[src/rtl/wam_pkg.sv]
// Shared types and constants for the whack-a-mole game core.
// Holds the FSM states, mode encodings, timing table and default game lengths.
package wam_pkg;

   typedef enum logic [1:0] {StIdle, StPlay, StOver} state_e;

   typedef enum logic [1:0] {GmNormal, GmTimed, GmDeath, GmLevel} game_mode_e;

   localparam logic [3:0] MODE_NORMAL = 4'b0001;
   localparam logic [3:0] MODE_TIMED  = 4'b0010;
   localparam logic [3:0] MODE_DEATH  = 4'b0100;
   localparam logic [3:0] MODE_LEVEL  = 4'b1000;

   localparam int unsigned DEF_NORMAL_FLICKS = 25;
   localparam int unsigned DEF_EXT_FLICKS    = 50;

   localparam logic [27:0] TIME_ON_0  = 28'd99_999_999;
   localparam logic [27:0] TIME_ON_1  = 28'd49_999_999;
   localparam logic [27:0] TIME_ON_2  = 28'd49_999_999;
   localparam logic [27:0] TIME_ON_3  = 28'd24_999_999;
   localparam logic [27:0] TIME_BTW_0 = 28'd99_999_999;
   localparam logic [27:0] TIME_BTW_1 = 28'd49_999_999;
   localparam logic [27:0] TIME_BTW_2 = 28'd24_999_999;
   localparam logic [27:0] TIME_BTW_3 = 28'd12_499_999;

   // Anything that is not exactly one of the other modes plays as normal.
   function automatic game_mode_e decode_mode(logic [3:0] m);
      case (m)
         MODE_TIMED: return GmTimed;
         MODE_DEATH: return GmDeath;
         MODE_LEVEL: return GmLevel;
         default:    return GmNormal;
      endcase
   endfunction

   function automatic logic [1:0] diff_to_level(logic [3:0] d);
      case (d)
         4'b0001: return 2'd0;
         4'b0010: return 2'd1;
         4'b0100: return 2'd2;
         4'b1000: return 2'd3;
         default: return 2'd1;
      endcase
   endfunction

   function automatic logic [27:0] level_on(logic [1:0] lvl);
      case (lvl)
         2'd0:    return TIME_ON_0;
         2'd1:    return TIME_ON_1;
         2'd2:    return TIME_ON_2;
         default: return TIME_ON_3;
      endcase
   endfunction

   function automatic logic [27:0] level_between(logic [1:0] lvl);
      case (lvl)
         2'd0:    return TIME_BTW_0;
         2'd1:    return TIME_BTW_1;
         2'd2:    return TIME_BTW_2;
         default: return TIME_BTW_3;
      endcase
   endfunction

endpackage

[src/rtl/wam_game_core_if.sv]
// Control, event and score signals between the game core and its surroundings.
// The master side drives start/config/events; the slave (game core) drives status.
interface wam_game_core_if #(
   parameter int unsigned POS_W = 4,
   parameter int unsigned CNT_W = 7
);
   logic             start;
   logic [3:0]       difficulty;
   logic [3:0]       mode;
   logic             extended;
   logic             mole_up;
   logic             mole_down;
   logic [POS_W-1:0] mole_pos;
   logic             key_valid;
   logic [POS_W-1:0] key;
   logic             run;
   logic [27:0]      time_on;
   logic [27:0]      time_between;
   logic [CNT_W-1:0] hits;
   logic [CNT_W-1:0] misses;
   logic [CNT_W-1:0] flicks;
   logic [6:0]       seconds_left;
   logic [1:0]       level;
   logic             game_over;

   modport master (
      output start, difficulty, mode, extended, mole_up, mole_down, mole_pos, key_valid, key,
      input  run, time_on, time_between, hits, misses, flicks, seconds_left, level, game_over
   );

   modport slave (
      input  start, difficulty, mode, extended, mole_up, mole_down, mole_pos, key_valid, key,
      output run, time_on, time_between, hits, misses, flicks, seconds_left, level, game_over
   );
endinterface

[src/rtl/wam_sec_timer.sv]
// Seconds countdown for timed games: a CLK_HZ prescaler feeding a 7-bit down-counter.
// load restarts the prescaler and loads the count; zero flags an exhausted count.
module wam_sec_timer #(
   parameter int unsigned CLK_HZ = 50_000_000
) (
   input  logic       clk,
   input  logic       reset,
   input  logic       load,
   input  logic [6:0] load_secs,
   input  logic       enable,
   output logic [6:0] seconds_left,
   output logic       zero
);

   localparam int unsigned PRE_W = (CLK_HZ > 1) ? $clog2(CLK_HZ) : 1;
   localparam logic [PRE_W-1:0] PRE_MAX = PRE_W'(CLK_HZ - 1);

   logic [PRE_W-1:0] pre_q, pre_d;
   logic [6:0]       secs_q, secs_d;

   always_comb begin
      pre_d  = pre_q;
      secs_d = secs_q;
      if (load) begin
         pre_d  = '0;
         secs_d = load_secs;
      end else if (enable) begin
         if (pre_q == PRE_MAX) begin
            pre_d = '0;
            if (secs_q != 7'd0) secs_d = secs_q - 7'd1;
         end else begin
            pre_d = pre_q + PRE_W'(1);
         end
      end
   end

   always_ff @(posedge clk or negedge reset) begin
      if (!reset) begin
         pre_q  <= '0;
         secs_q <= '0;
      end else begin
         pre_q  <= pre_d;
         secs_q <= secs_d;
      end
   end

   assign seconds_left = secs_q;
   assign zero         = (secs_q == 7'd0);

endmodule

[src/rtl/wam_game_core.sv]
// Whack-a-mole game sequencer: runs the IDLE/PLAY/OVER FSM, scores hits and misses
// per flick, tracks level and end conditions for the four game modes.
module wam_game_core
   import wam_pkg::*;
#(
   parameter int unsigned N_MOLES       = 9,
   parameter int unsigned POS_W         = 4,
   parameter int unsigned CNT_W         = 7,
   parameter int unsigned NORMAL_FLICKS = DEF_NORMAL_FLICKS,
   parameter int unsigned EXT_FLICKS    = DEF_EXT_FLICKS,
   parameter int unsigned GAME_SECS     = 60,
   parameter int unsigned CLK_HZ        = 50_000_000,
   parameter int unsigned LEVEL_STEP    = 5
) (
   input logic            clk,
   input logic            reset,
   wam_game_core_if.slave bus
);

   localparam int unsigned STEP_W = (LEVEL_STEP > 1) ? $clog2(LEVEL_STEP) : 1;
   localparam logic [STEP_W-1:0] STEP_MAX = STEP_W'(LEVEL_STEP - 1);
   localparam logic [CNT_W-1:0]  NORMAL_LIM = CNT_W'(NORMAL_FLICKS);
   localparam logic [CNT_W-1:0]  EXT_LIM    = CNT_W'(EXT_FLICKS);

   state_e           state_q, state_d;
   game_mode_e       gmode_q, gmode_d;
   logic             ext_q, ext_d;
   logic             armed_q, armed_d;
   logic [POS_W-1:0] target_q, target_d;
   logic [CNT_W-1:0] hits_q, hits_d;
   logic [CNT_W-1:0] misses_q, misses_d;
   logic [CNT_W-1:0] flicks_q, flicks_d;
   logic [1:0]       level_q, level_d;
   logic [STEP_W-1:0] step_q, step_d;
   logic [27:0]      time_on_q, time_between_q;

   logic             hit_ev, miss_key, miss_down, up_ok;
   logic             timer_load, timer_en, sec_zero;
   logic [6:0]       load_secs, seconds_left;
   logic [CNT_W-1:0] limit;
   game_mode_e       start_mode;

   function automatic logic [CNT_W-1:0] sat_inc(logic [CNT_W-1:0] v);
      return (&v) ? v : v + CNT_W'(1);
   endfunction

   assign start_mode = decode_mode(bus.mode);
   assign limit      = ext_q ? EXT_LIM : NORMAL_LIM;
   assign load_secs  = (start_mode == GmTimed) ? 7'(GAME_SECS) : 7'd0;

   always_comb begin
      state_d    = state_q;
      gmode_d    = gmode_q;
      ext_d      = ext_q;
      armed_d    = armed_q;
      target_d   = target_q;
      hits_d     = hits_q;
      misses_d   = misses_q;
      flicks_d   = flicks_q;
      level_d    = level_q;
      step_d     = step_q;
      timer_load = 1'b0;
      hit_ev     = 1'b0;
      miss_key   = 1'b0;
      miss_down  = 1'b0;
      up_ok      = 1'b0;

      if (bus.start) begin
         state_d    = StPlay;
         gmode_d    = start_mode;
         ext_d      = bus.extended;
         armed_d    = 1'b0;
         hits_d     = '0;
         misses_d   = '0;
         flicks_d   = '0;
         step_d     = '0;
         level_d    = (start_mode == GmLevel) ? 2'd0 : diff_to_level(bus.difficulty);
         timer_load = 1'b1;
      end else if (state_q == StPlay) begin
         hit_ev    = bus.key_valid && armed_q && (bus.key == target_q);
         miss_key  = bus.key_valid && !hit_ev;
         // A wrong key leaves the mole armed, so its later mole_down is a second miss.
         miss_down = bus.mole_down && armed_q && !hit_ev;
         up_ok     = bus.mole_up && (32'(bus.mole_pos) < N_MOLES);

         if (hit_ev) begin
            hits_d  = sat_inc(hits_q);
            armed_d = 1'b0;
            if (gmode_q == GmLevel) begin
               if (step_q == STEP_MAX) begin
                  step_d = '0;
                  if (level_q != 2'd3) level_d = level_q + 2'd1;
               end else begin
                  step_d = step_q + STEP_W'(1);
               end
            end
         end
         if (miss_key) misses_d = sat_inc(misses_d);
         if (miss_down) begin
            misses_d = sat_inc(misses_d);
            armed_d  = 1'b0;
         end
         if (up_ok) begin
            target_d = bus.mole_pos;
            armed_d  = 1'b1;
            flicks_d = sat_inc(flicks_q);
         end

         case (gmode_q)
            GmTimed: if (sec_zero) state_d = StOver;
            GmDeath: if (miss_key || miss_down) state_d = StOver;
            default: if ((flicks_d == limit) && !armed_d) state_d = StOver;
         endcase
      end
   end

   assign timer_en = (state_q == StPlay) && (gmode_q == GmTimed);

   always_ff @(posedge clk or negedge reset) begin
      if (!reset) begin
         state_q        <= StIdle;
         gmode_q        <= GmNormal;
         ext_q          <= 1'b0;
         armed_q        <= 1'b0;
         target_q       <= '0;
         hits_q         <= '0;
         misses_q       <= '0;
         flicks_q       <= '0;
         level_q        <= 2'd0;
         step_q         <= '0;
         time_on_q      <= '0;
         time_between_q <= '0;
      end else begin
         state_q        <= state_d;
         gmode_q        <= gmode_d;
         ext_q          <= ext_d;
         armed_q        <= armed_d;
         target_q       <= target_d;
         hits_q         <= hits_d;
         misses_q       <= misses_d;
         flicks_q       <= flicks_d;
         level_q        <= level_d;
         step_q         <= step_d;
         time_on_q      <= level_on(level_q);
         time_between_q <= level_between(level_q);
      end
   end

   wam_sec_timer #(
      .CLK_HZ(CLK_HZ)
   ) u_sec_timer (
      .clk         (clk),
      .reset       (reset),
      .load        (timer_load),
      .load_secs   (load_secs),
      .enable      (timer_en),
      .seconds_left(seconds_left),
      .zero        (sec_zero)
   );

   assign bus.run          = (state_q == StPlay);
   assign bus.game_over    = (state_q == StOver);
   assign bus.hits         = hits_q;
   assign bus.misses       = misses_q;
   assign bus.flicks       = flicks_q;
   assign bus.level        = level_q;
   assign bus.seconds_left = seconds_left;
   assign bus.time_on      = time_on_q;
   assign bus.time_between = time_between_q;

endmodule

[src/flat_wrapper.sv]
// flat-port wrapper written by rule: the top's interface ports become plain ports
module wam_game_core_flat import wam_pkg::*;
#(
   parameter int unsigned N_MOLES       = 9,
   parameter int unsigned POS_W         = 4,
   parameter int unsigned CNT_W         = 7,
   parameter int unsigned NORMAL_FLICKS = DEF_NORMAL_FLICKS,
   parameter int unsigned EXT_FLICKS    = DEF_EXT_FLICKS,
   parameter int unsigned GAME_SECS     = 60,
   parameter int unsigned CLK_HZ        = 50_000_000,
   parameter int unsigned LEVEL_STEP    = 5
)
  (clk, reset, bus_start, bus_difficulty, bus_mode, bus_extended, bus_mole_up, bus_mole_down, bus_mole_pos, bus_key_valid, bus_key, bus_run, bus_time_on, bus_time_between, bus_hits, bus_misses, bus_flicks, bus_seconds_left, bus_level, bus_game_over);
  wam_game_core_if #(.POS_W(POS_W), .CNT_W(CNT_W)) bus_i ();
  input logic clk;
  input logic reset;
  input wire logic [$bits(bus_i.start)-1:0] bus_start;
  input wire logic [$bits(bus_i.difficulty)-1:0] bus_difficulty;
  input wire logic [$bits(bus_i.mode)-1:0] bus_mode;
  input wire logic [$bits(bus_i.extended)-1:0] bus_extended;
  input wire logic [$bits(bus_i.mole_up)-1:0] bus_mole_up;
  input wire logic [$bits(bus_i.mole_down)-1:0] bus_mole_down;
  input wire logic [$bits(bus_i.mole_pos)-1:0] bus_mole_pos;
  input wire logic [$bits(bus_i.key_valid)-1:0] bus_key_valid;
  input wire logic [$bits(bus_i.key)-1:0] bus_key;
  output wire logic [$bits(bus_i.run)-1:0] bus_run;
  output wire logic [$bits(bus_i.time_on)-1:0] bus_time_on;
  output wire logic [$bits(bus_i.time_between)-1:0] bus_time_between;
  output wire logic [$bits(bus_i.hits)-1:0] bus_hits;
  output wire logic [$bits(bus_i.misses)-1:0] bus_misses;
  output wire logic [$bits(bus_i.flicks)-1:0] bus_flicks;
  output wire logic [$bits(bus_i.seconds_left)-1:0] bus_seconds_left;
  output wire logic [$bits(bus_i.level)-1:0] bus_level;
  output wire logic [$bits(bus_i.game_over)-1:0] bus_game_over;
  assign bus_i.start = bus_start;
  assign bus_i.difficulty = bus_difficulty;
  assign bus_i.mode = bus_mode;
  assign bus_i.extended = bus_extended;
  assign bus_i.mole_up = bus_mole_up;
  assign bus_i.mole_down = bus_mole_down;
  assign bus_i.mole_pos = bus_mole_pos;
  assign bus_i.key_valid = bus_key_valid;
  assign bus_i.key = bus_key;
  assign bus_run = bus_i.run;
  assign bus_time_on = bus_i.time_on;
  assign bus_time_between = bus_i.time_between;
  assign bus_hits = bus_i.hits;
  assign bus_misses = bus_i.misses;
  assign bus_flicks = bus_i.flicks;
  assign bus_seconds_left = bus_i.seconds_left;
  assign bus_level = bus_i.level;
  assign bus_game_over = bus_i.game_over;
  wam_game_core #(.N_MOLES(N_MOLES), .POS_W(POS_W), .CNT_W(CNT_W), .NORMAL_FLICKS(NORMAL_FLICKS), .EXT_FLICKS(EXT_FLICKS), .GAME_SECS(GAME_SECS), .CLK_HZ(CLK_HZ), .LEVEL_STEP(LEVEL_STEP)) u_core (.clk(clk), .reset(reset), .bus(bus_i));
endmodule
[config.mk]
export PLATFORM = sky130hd
export DESIGN_NAME = wam_game_core_flat
export DESIGN_NICKNAME = d
export VERILOG_FILES = /design/src/rtl/wam_pkg.sv /design/src/rtl/wam_game_core_if.sv /design/src/rtl/wam_sec_timer.sv /design/src/rtl/wam_game_core.sv /design/src/flat_wrapper.sv
export SDC_FILE = /design/constraint.sdc
export NUM_CORES = 1
export LEC_CHECK = 0
export CORE_MARGIN = 1
export CORE_UTILIZATION = 55
export CTS_CLUSTER_SIZE = 24
export DETAILED_ROUTE_END_ITERATION = 8
export HOLD_SLACK_MARGIN = 0.1
export PLACE_DENSITY = 0.85
export SYNTH_ARGS = -nofsm -noshare
export SYNTH_HDL_FRONTEND = slang
export SYNTH_SLANG_ARGS = --single-unit
[constraint.sdc]
create_clock -name clk -period 5.8 [get_ports clk]
set_clock_uncertainty 0.2 [all_clocks]
set_input_delay 1.45 -clock clk [delete_from_list [all_inputs] [get_ports clk]]
set_output_delay 1.45 -clock clk [all_outputs]
set_load 0.02 [all_outputs]
==> results.txt, run 1 <==
wire length of the first global-routing pass = 18900 microns
cell count of the worst reg-to-reg path = 11
area share of the largest cell type after synthesis = 41.6%
Worst-Margin Slew = 1.03 ns
most repeated cell in the gate-level netlist after synthesis = sky130_fd_sc_hd__dfrtp_1
Worst Min Path Start = u_core.u_sec_timer.pre_q[0]$_DFFE_PN0P_
time the final worst path needs with I/O delays and setup = 4.40 ns
clock buffer count from CTS = 9
critical-path cell with the highest stage delay = sky130_fd_sc_hd__clkdlybuf4s50_1
Crit path arrival time = 4.46 ns
highest cell delay on the worst timing path = 0.48 ns
terminus of the critical flop-to-flop path = u_core.bus.misses[0]$_DFFE_PN0P_
Overall Global Routing Usage = 24.2%
Max Transition Viols Final = 0
1st-iter DRT viols = 223
level count of the clock H-tree = 3
hold-critical path depth = 1
worst setup path class = primary input to flop
kind of start point of the critical path = primary input
Worst path most repeated cell = sky130_fd_sc_hd__nand2_1
normalized max-slew margin = 31.4%
maximum net fanout on the critical path = 7
DRC Markers = 0
Max Root-Sink Buffers = 2
placer congestion estimate = 0.933
ordered cell list for the critical path = clkdlybuf4s50_1 > xnor2_1 > nand3_1 > or2_1 > nand2_1 > nand2_1 > nand2_1 > ha_1 > nor4bb_1 > o211ai_1 > nand2_1 > mux2i_1 > mux2_2
number of search-and-repair iterations in the first detailed-routing pass = 5
number of inserted diodes = 0
sequential-to-total area share from yosys stat = 41.6%
top area cells in the synthesized netlist = sky130_fd_sc_hd__dfrtp_1 42%, sky130_fd_sc_hd__buf_4 6.6%, sky130_fd_sc_hd__nor2_1 4.8%
Warnings, synthesis = 0
sum of overflow across all layers after global routing = 0
async set-reset flop share out of synthesis = 100%
# nets final = 660
startpoint of the worst register-to-register path = u_core.bus.misses[0]$_DFFE_PN0P_
vias in the first global route = 4083
number of hold buffers added after CTS = 0
total via count in the routed design = 4245
area leader, netlist = sky130_fd_sc_hd__dfrtp_1
Hold Path End = u_core.u_sec_timer.pre_q[0]$_DFFE_PN0P_
post-synthesis cell type count = 61
number of endpoints failing setup at the final stage = 0
largest net degree at the start of global routing = 84
row count = 34
number of enable-type register cells in the synthesized netlist = 0
leak pwr = 2.54 nW
post-synthesis register bit count = 83
IO buf count = 103
TritonCTS clock tree = done
total of fill cells in the finished design = 668
mean number of vias per cell = 5.79
sinks on the clock net = 83
clk root buf = sky130_fd_sc_hd__clkbuf_8
syn avg cell area = 8.88 sq um
DR WL/cell = 14.7 microns
share of the cycle needed by the critical path after routing = 75.9%
flip-flop cell with the highest count after synthesis = sky130_fd_sc_hd__dfrtp_1
commonest cells in the netlist = 83 x sky130_fd_sc_hd__dfrtp_1, 64 x sky130_fd_sc_hd__nor2_1, 53 x sky130_fd_sc_hd__nand2_1
Hold Crit Class = flop to flop
synthesized instance count = 562
maximum clock frequency = 227 MHz
antenna violations before repair = 0
clock latency on the worst-skew pair = 0.36 ns
P per Cell Area = 280 nW/um^2
summed instance area of the synthesized netlist = 4990 sq um
Clock transition at path regs = 0.09 ns
I/O Pins = 111
fraction of layout instances using a drive strength above 1 = 6.88%
placed cell area = 5770 sq um
# Post-CTS Setup Buffers = 0
crit path capture type = flop
Total Wirelength = 10800 microns
Core Footprint = 8760 sq um
Hold Vio Cnt, Final = 0
HPWL after detailed placement = 7660 microns
Die Span X = 97.3 microns
# resized after CTS = 0
max-cap viol count = 0
WP data required = 5.86 ns
area growth from synthesis to layout = 19.8%
Setup Total Neg Slack = 0 ns
number of nets with antenna violations after detailed routing = 0
initial core utilization = 56.9%
status = finished clean
area enclosed by the die boundary = 9460 sq um
summed area of non-filler cells in the final layout = 5980 sq um
setup slack on the worst flop-to-flop path = 1.97 ns
IR Drop Worst-Case VDD = 0.139 mV
setup repair after global routing missed its margin = no
floorplan die height = 97.3 microns
final total power = 0.00167 W
==> metal layers <==
| layer | vias up | GRT usage (%) | wire length, microns |
|---|---|---|---|
| li1 | 2020 | - | - |
| met1 | 2016 | 30.8 | 4550 |
| met2 | 187 | 40.2 | 5320 |
| met3 | 22 | 6.62 | 745 |
| met4 | 0 | 7.47 | 168 |
| met5 | - | 0 | 0 |
==> through the flow <==
| step | instances | setup WS, ns | utilization [%] | hold slack, ns |
|---|---|---|---|---|
| final | 733 | 1.40 | 68.2 | 0.336 |
| after global routing | 733 | 1.06 | 68.2 | 0.354 |
| after CTS | 733 | 1.44 | 68.2 | 0.328 |
| after detailed placement | 717 | 1.06 | 65.8 | 0.308 |
| after global placement | 717 | 1.26 | 65.8 | 0.285 |
| after floorplan | 568 | 1.81 | - | 0.268 |
==> cell type report <==
type | count | area, sq um | share of cell area (%)
clock buffer | 10 | 138 | 2.30
clock inverter | 6 | 71.3 | 1.19
inverter | 24 | 90.1 | 1.51
multi-input combinational | 397 | 2430 | 40.6
sequential | 83 | 2080 | 34.7
tap | 108 | 135 | 2.26
timing repair buffer | 105 | 1040 | 17.4
==> power breakdown <==
group | switching [W] | total [W] | internal (W)
combinational | 0.000280 | 0.000524 | 0.000244
clock | 0.000228 | 0.000443 | 0.000215
sequential | 0.0000641 | 0.000704 | 0.000640
==> state kept, by name (all words and copies together) (netlist names) <==
signal / flops
u_core.gmode_q: 2
u_core.ext_q: 1
u_core.u_sec_timer.seconds_left: 7
u_core.bus.hits: 7
u_core.state_q: 2
u_core.bus.time_on: 2
u_core.bus.level: 2
u_core.bus.misses: 7
u_core.target_q: 4
u_core.armed_q: 1
u_core.step_q: 3
u_core.bus.time_between: 12
u_core.u_sec_timer.pre_q: 26
u_core.bus.flicks: 7
==> cell families after synthesis <==
| family | after synthesis | share of synthesized area, % |
|---|---|---|
| flip-flops | 83 | 41.6 |
| multiplexers | 20 | 4.21 |
| adder cells (fa/ha/maj) | 18 | 4.46 |
| AND/OR/NAND/NOR | 213 | 20.6 |
| other | 2 | 0.151 |
| buffers and inverters | 88 | 10.2 |
| AO/OA/AOI/OAI | 110 | 13.9 |
| XOR/XNOR | 28 | 4.91 |
==> layout by cell type, fill, tap and decap left out, drive strengths merged, types with 8 or more instances in the layout <==
master         instances
clkbuf                10
inv                   27
clkdlybuf4s50        101
mux2                   8
nand2                 54
a31oi                  8
nand4                 15
a21oi                 26
mux2i                 12
nor3                  11
nand3                 25
xnor2                 10
nor2                  64
xor2                  18
conb                   8
ha                    17
dfrtp                 83
o21ai                 48
==> critical path, delay by kind of cell <==
family,cells,cell delay [ns]
XOR/XNOR,1,0.13
buffers and inverters,1,0.48
AO/OA/AOI/OAI,1,0.20
multiplexers,2,0.57
adder cells (fa/ha/maj),1,0.18
AND/OR/NAND/NOR,7,1.45
==> worst max-delay path by stage <==
stage	startpoint	end	slack, ns	cells after the start
2_1_floorplan	bus_key[2]	u_core.bus.misses[0]$_DFFE_PN0P_	1.81	13
3_3_place_gp	bus_key[3]	u_core.bus.misses[0]$_DFFE_PN0P_	1.26	14
3_5_place_dp	bus_key[3]	u_core.bus.misses[0]$_DFFE_PN0P_	1.06	13
4_1_cts	bus_key[3]	u_core.bus.misses[0]$_DFFE_PN0P_	1.44	13
5_1_grt	bus_key[3]	u_core.bus.misses[0]$_DFFE_PN0P_	1.06	13
6_report	bus_key[3]	u_core.bus.misses[0]$_DFFE_PN0P_	1.40	13
Note: power is estimated with default switching activity, not from simulation.
==> run 2: changes to the inputs <==
--- a/config.mk
+++ b/config.mk
@@ -6,11 +6,11 @@
 export NUM_CORES = 1
 export LEC_CHECK = 0
 export CORE_MARGIN = 1
-export CORE_UTILIZATION = 55
+export CORE_UTILIZATION = 51
 export CTS_CLUSTER_SIZE = 24
 export DETAILED_ROUTE_END_ITERATION = 8
 export HOLD_SLACK_MARGIN = 0.1
-export PLACE_DENSITY = 0.85
+export PLACE_DENSITY = 0.8
 export SYNTH_ARGS = -nofsm -noshare
 export SYNTH_HDL_FRONTEND = slang
 export SYNTH_SLANG_ARGS = --single-unit
==> constraint.sdc (replaced) <==
create_clock -name clk -period 4.58 [get_ports clk]
set_clock_uncertainty 0.2 [all_clocks]
set_input_delay 1.145 -clock clk [delete_from_list [all_inputs] [get_ports clk]]
set_output_delay 1.145 -clock clk [all_outputs]
set_load 0.02 [all_outputs]
==> run 2 against run 1 <==
Clock-buffer cell count shrank 1. Final area increased by 0.65%. Clock power increased by 23%. First-iteration DRC count increased by 1.8%. Utilization down 4.0 points. Critical path depth is 1 lower. Sequential power grew 27%. Non-clock buffer count rose by 3. Flip-flop and latch count stayed put. Critical path type unchanged. Highest routed layer unchanged.
==> results.txt, run 2 (same netlist as run 1, synthesis figures left out) <==
status = finished clean
Setup Total Neg Slack = 0 ns
level count of the clock H-tree = 3
uppermost signal routing layer after detailed routing = met4
cell-internal power = 0.00138 W
sequential share of power = 42.6%
Hold Vio Cnt, Final = 0
share of the cycle needed by the critical path after routing = 86.7%
met3 WL post-DR = 686 microns
IO buf count = 103
area enclosed by the die boundary = 10200 sq um
# resized after CTS = 0
row count = 35
total via count in the routed design = 4194
Max Transition Viols Final = 0
wire length of the first global-routing pass = 18000 microns
Max Root-Sink Buffers = 2
fraction of layout instances using a drive strength above 1 = 7.32%
Core Footprint = 9370 sq um
DRC Markers = 0
Hold Crit Class = flop to flop
leak pwr = 2.55 nW
number of endpoints failing setup at the final stage = 0
register area = 2080 sq um
largest net degree at the start of global routing = 84
worst setup path startpoint = bus_key_valid
maximum net fanout on the critical path = 11
HPWL after detailed placement = 7680 microns
number of flip-flops under the largest register name = 26
P per Cell Area = 348 nW/um^2
mean number of vias per cell = 5.54
floorplan die height = 101 microns
TritonCTS clock tree = done
Worst Min Path Start = u_core.u_sec_timer.pre_q[1]$_DFFE_PN0P_
number of search-and-repair iterations in the first detailed-routing pass = 5
area taken by multi-input logic gates = 2430 sq um
worst setup path class = primary input to flop
post-route worst hold slack = 0.323 ns
kind of start point of the critical path = primary input
DR WL/cell = 14.2 microns
Die Span X = 101 microns
clock latency on the worst-skew pair = 0.37 ns
sinks on the clock net = 83
vias in the first global route = 3980
combinational fraction of design power = 31.6%
clock power share = 25.9%
time the final worst path needs with I/O delays and setup = 3.97 ns
Worst-Margin Slew = 1.02 ns
Clock transition at path regs = 0.08 ns
1st-iter DRT viols = 227
antenna violations before repair = 0
Total Wirelength = 10700 microns
clk root buf = sky130_fd_sc_hd__clkbuf_8
Overall Global Routing Usage = 22.2%
total of fill cells in the finished design = 816
sum of overflow across all layers after global routing = 0
# nets final = 663
initial core utilization = 53.2%
startpoint of the worst register-to-register path = u_core.bus.misses[0]$_DFFE_PN0P_
number of nets with antenna violations after detailed routing = 0
crit path capture type = flop
Switching Share = 34.4%
placer congestion estimate = 0.893
met2 routed wirelength = 5210 microns
area growth from synthesis to layout = 20.6%
number of inserted diodes = 0
most frequent cells in the layout = 101 x sky130_fd_sc_hd__clkdlybuf4s50_1, 83 x sky130_fd_sc_hd__dfrtp_1, 64 x sky130_fd_sc_hd__nor2_1, 53 x sky130_fd_sc_hd__nand2_1, 46 x sky130_fd_sc_hd__o21ai_0
Crit path arrival time = 4.02 ns
I/O Pins = 111
max-cap viol count = 0
maximum clock frequency = 252 MHz
setup repair after global routing missed its margin = no
most common library cell in the layout ignoring fill and taps = sky130_fd_sc_hd__clkdlybuf4s50_1
wl on met1 = 4700 microns
normalized max-slew margin = 31.9%
WP data required = 4.63 ns
IR Drop Worst-Case VDD = 0.214 mV
power spent charging and discharging nets = 0.000721 W
# Post-CTS Setup Buffers = 0
clock buffer count from CTS = 9
number of hold buffers added after CTS = 0
largest register by flop count = u_core.u_sec_timer.pre_q
run 2: changes by cell type in the layout (fill, tap and decap cells not counted), sizes merged:
cell,delta
buf,+3
clkbuf,-1
clkinv,+4
clkinvlp,-2
inv,-1
run 2: layout make-up:
class	count	share of cell area, %
inverter	24	1.50
tap	129	2.68
clock inverter	7	1.25
clock buffer	9	2.06
multi-input combinational	397	40.4
timing repair buffer	108	17.6
sequential	83	34.5
run 2: critical path: stages:
cell and delay (ns):
sky130_fd_sc_hd__clkdlybuf4s50_1 0.59, sky130_fd_sc_hd__inv_1 0.07, sky130_fd_sc_hd__a31oi_1 0.18, sky130_fd_sc_hd__o21a_1 0.39
sky130_fd_sc_hd__xor2_1 0.18, sky130_fd_sc_hd__ha_1 0.20, sky130_fd_sc_hd__nand2_1 0.06, sky130_fd_sc_hd__a221oi_1 0.28
sky130_fd_sc_hd__o211ai_1 0.19, sky130_fd_sc_hd__nand2_1 0.18, sky130_fd_sc_hd__mux2i_1 0.22, sky130_fd_sc_hd__mux2_2 0.34
run 2: stage by stage:
stage	instance area [sq um]	utilization [%]	cells	total power (W)	worst slack (ns)
2_1_floorplan	5010	-	568	0.00133	0.896
3_3_place_gp	5820	62.1	741	0.00156	0.327
3_5_place_dp	5820	62.1	741	0.00157	0.263
4_1_cts	6020	64.2	757	0.00211	0.645
5_1_grt	6020	64.2	757	0.00220	0.349
6_report	6020	64.2	757	0.00210	0.611
run 2: power groups by stage:
| stage | Clock, W | Sequential (W) | Combinational (W) |
|---|---|---|---|
| global route | 0.000577 | 0.000906 | 0.000718 |
| CTS | 0.000549 | 0.000894 | 0.000669 |
| detailed placement | 0 | 0.000907 | 0.000667 |
| global placement | 0 | 0.000905 | 0.000655 |
| finish | 0.000543 | 0.000892 | 0.000662 |
| floorplan | 0 | 0.000964 | 0.000361 |
run 2: per-layer routing:
metal  up-vias  track usage (%)
met4         0             7.36
met5         -                0
met1      2017             28.3
met3        11             4.30
met2       141             37.8
li1       2025                -
run 2: worst paths after layout:
path	to	slack, ns	depth (start not counted)
setup / recovery	u_core.bus.misses[0]$_DFFE_PN0P_	0.61	12
min in group asynchronous	u_core.u_sec_timer.pre_q[20]$_DFFE_PN0P_	0.74	1
hold reg to reg	u_core.u_sec_timer.pre_q[1]$_DFFE_PN0P_	0.32	2
hold / removal	u_core.u_sec_timer.pre_q[1]$_DFFE_PN0P_	0.32	2
setup reg to reg	u_core.bus.misses[0]$_DFFE_PN0P_	0.89	12
max in group asynchronous	u_core.u_sec_timer.seconds_left[4]$_DFFE_PN0P_	2.77	1
==> run 3: changes to the inputs <==
--- a/config.mk
+++ b/config.mk
@@ -5,6 +5,7 @@
 export SDC_FILE = /design/constraint.sdc
 export NUM_CORES = 1
 export LEC_CHECK = 0
+export ABC_AREA = 0
 export CORE_MARGIN = 1
 export CORE_UTILIZATION = 51
 export CTS_CLUSTER_SIZE = 24
==> results of run 3 <==
Final layout, timing and power as in run 2 (identical DEF).
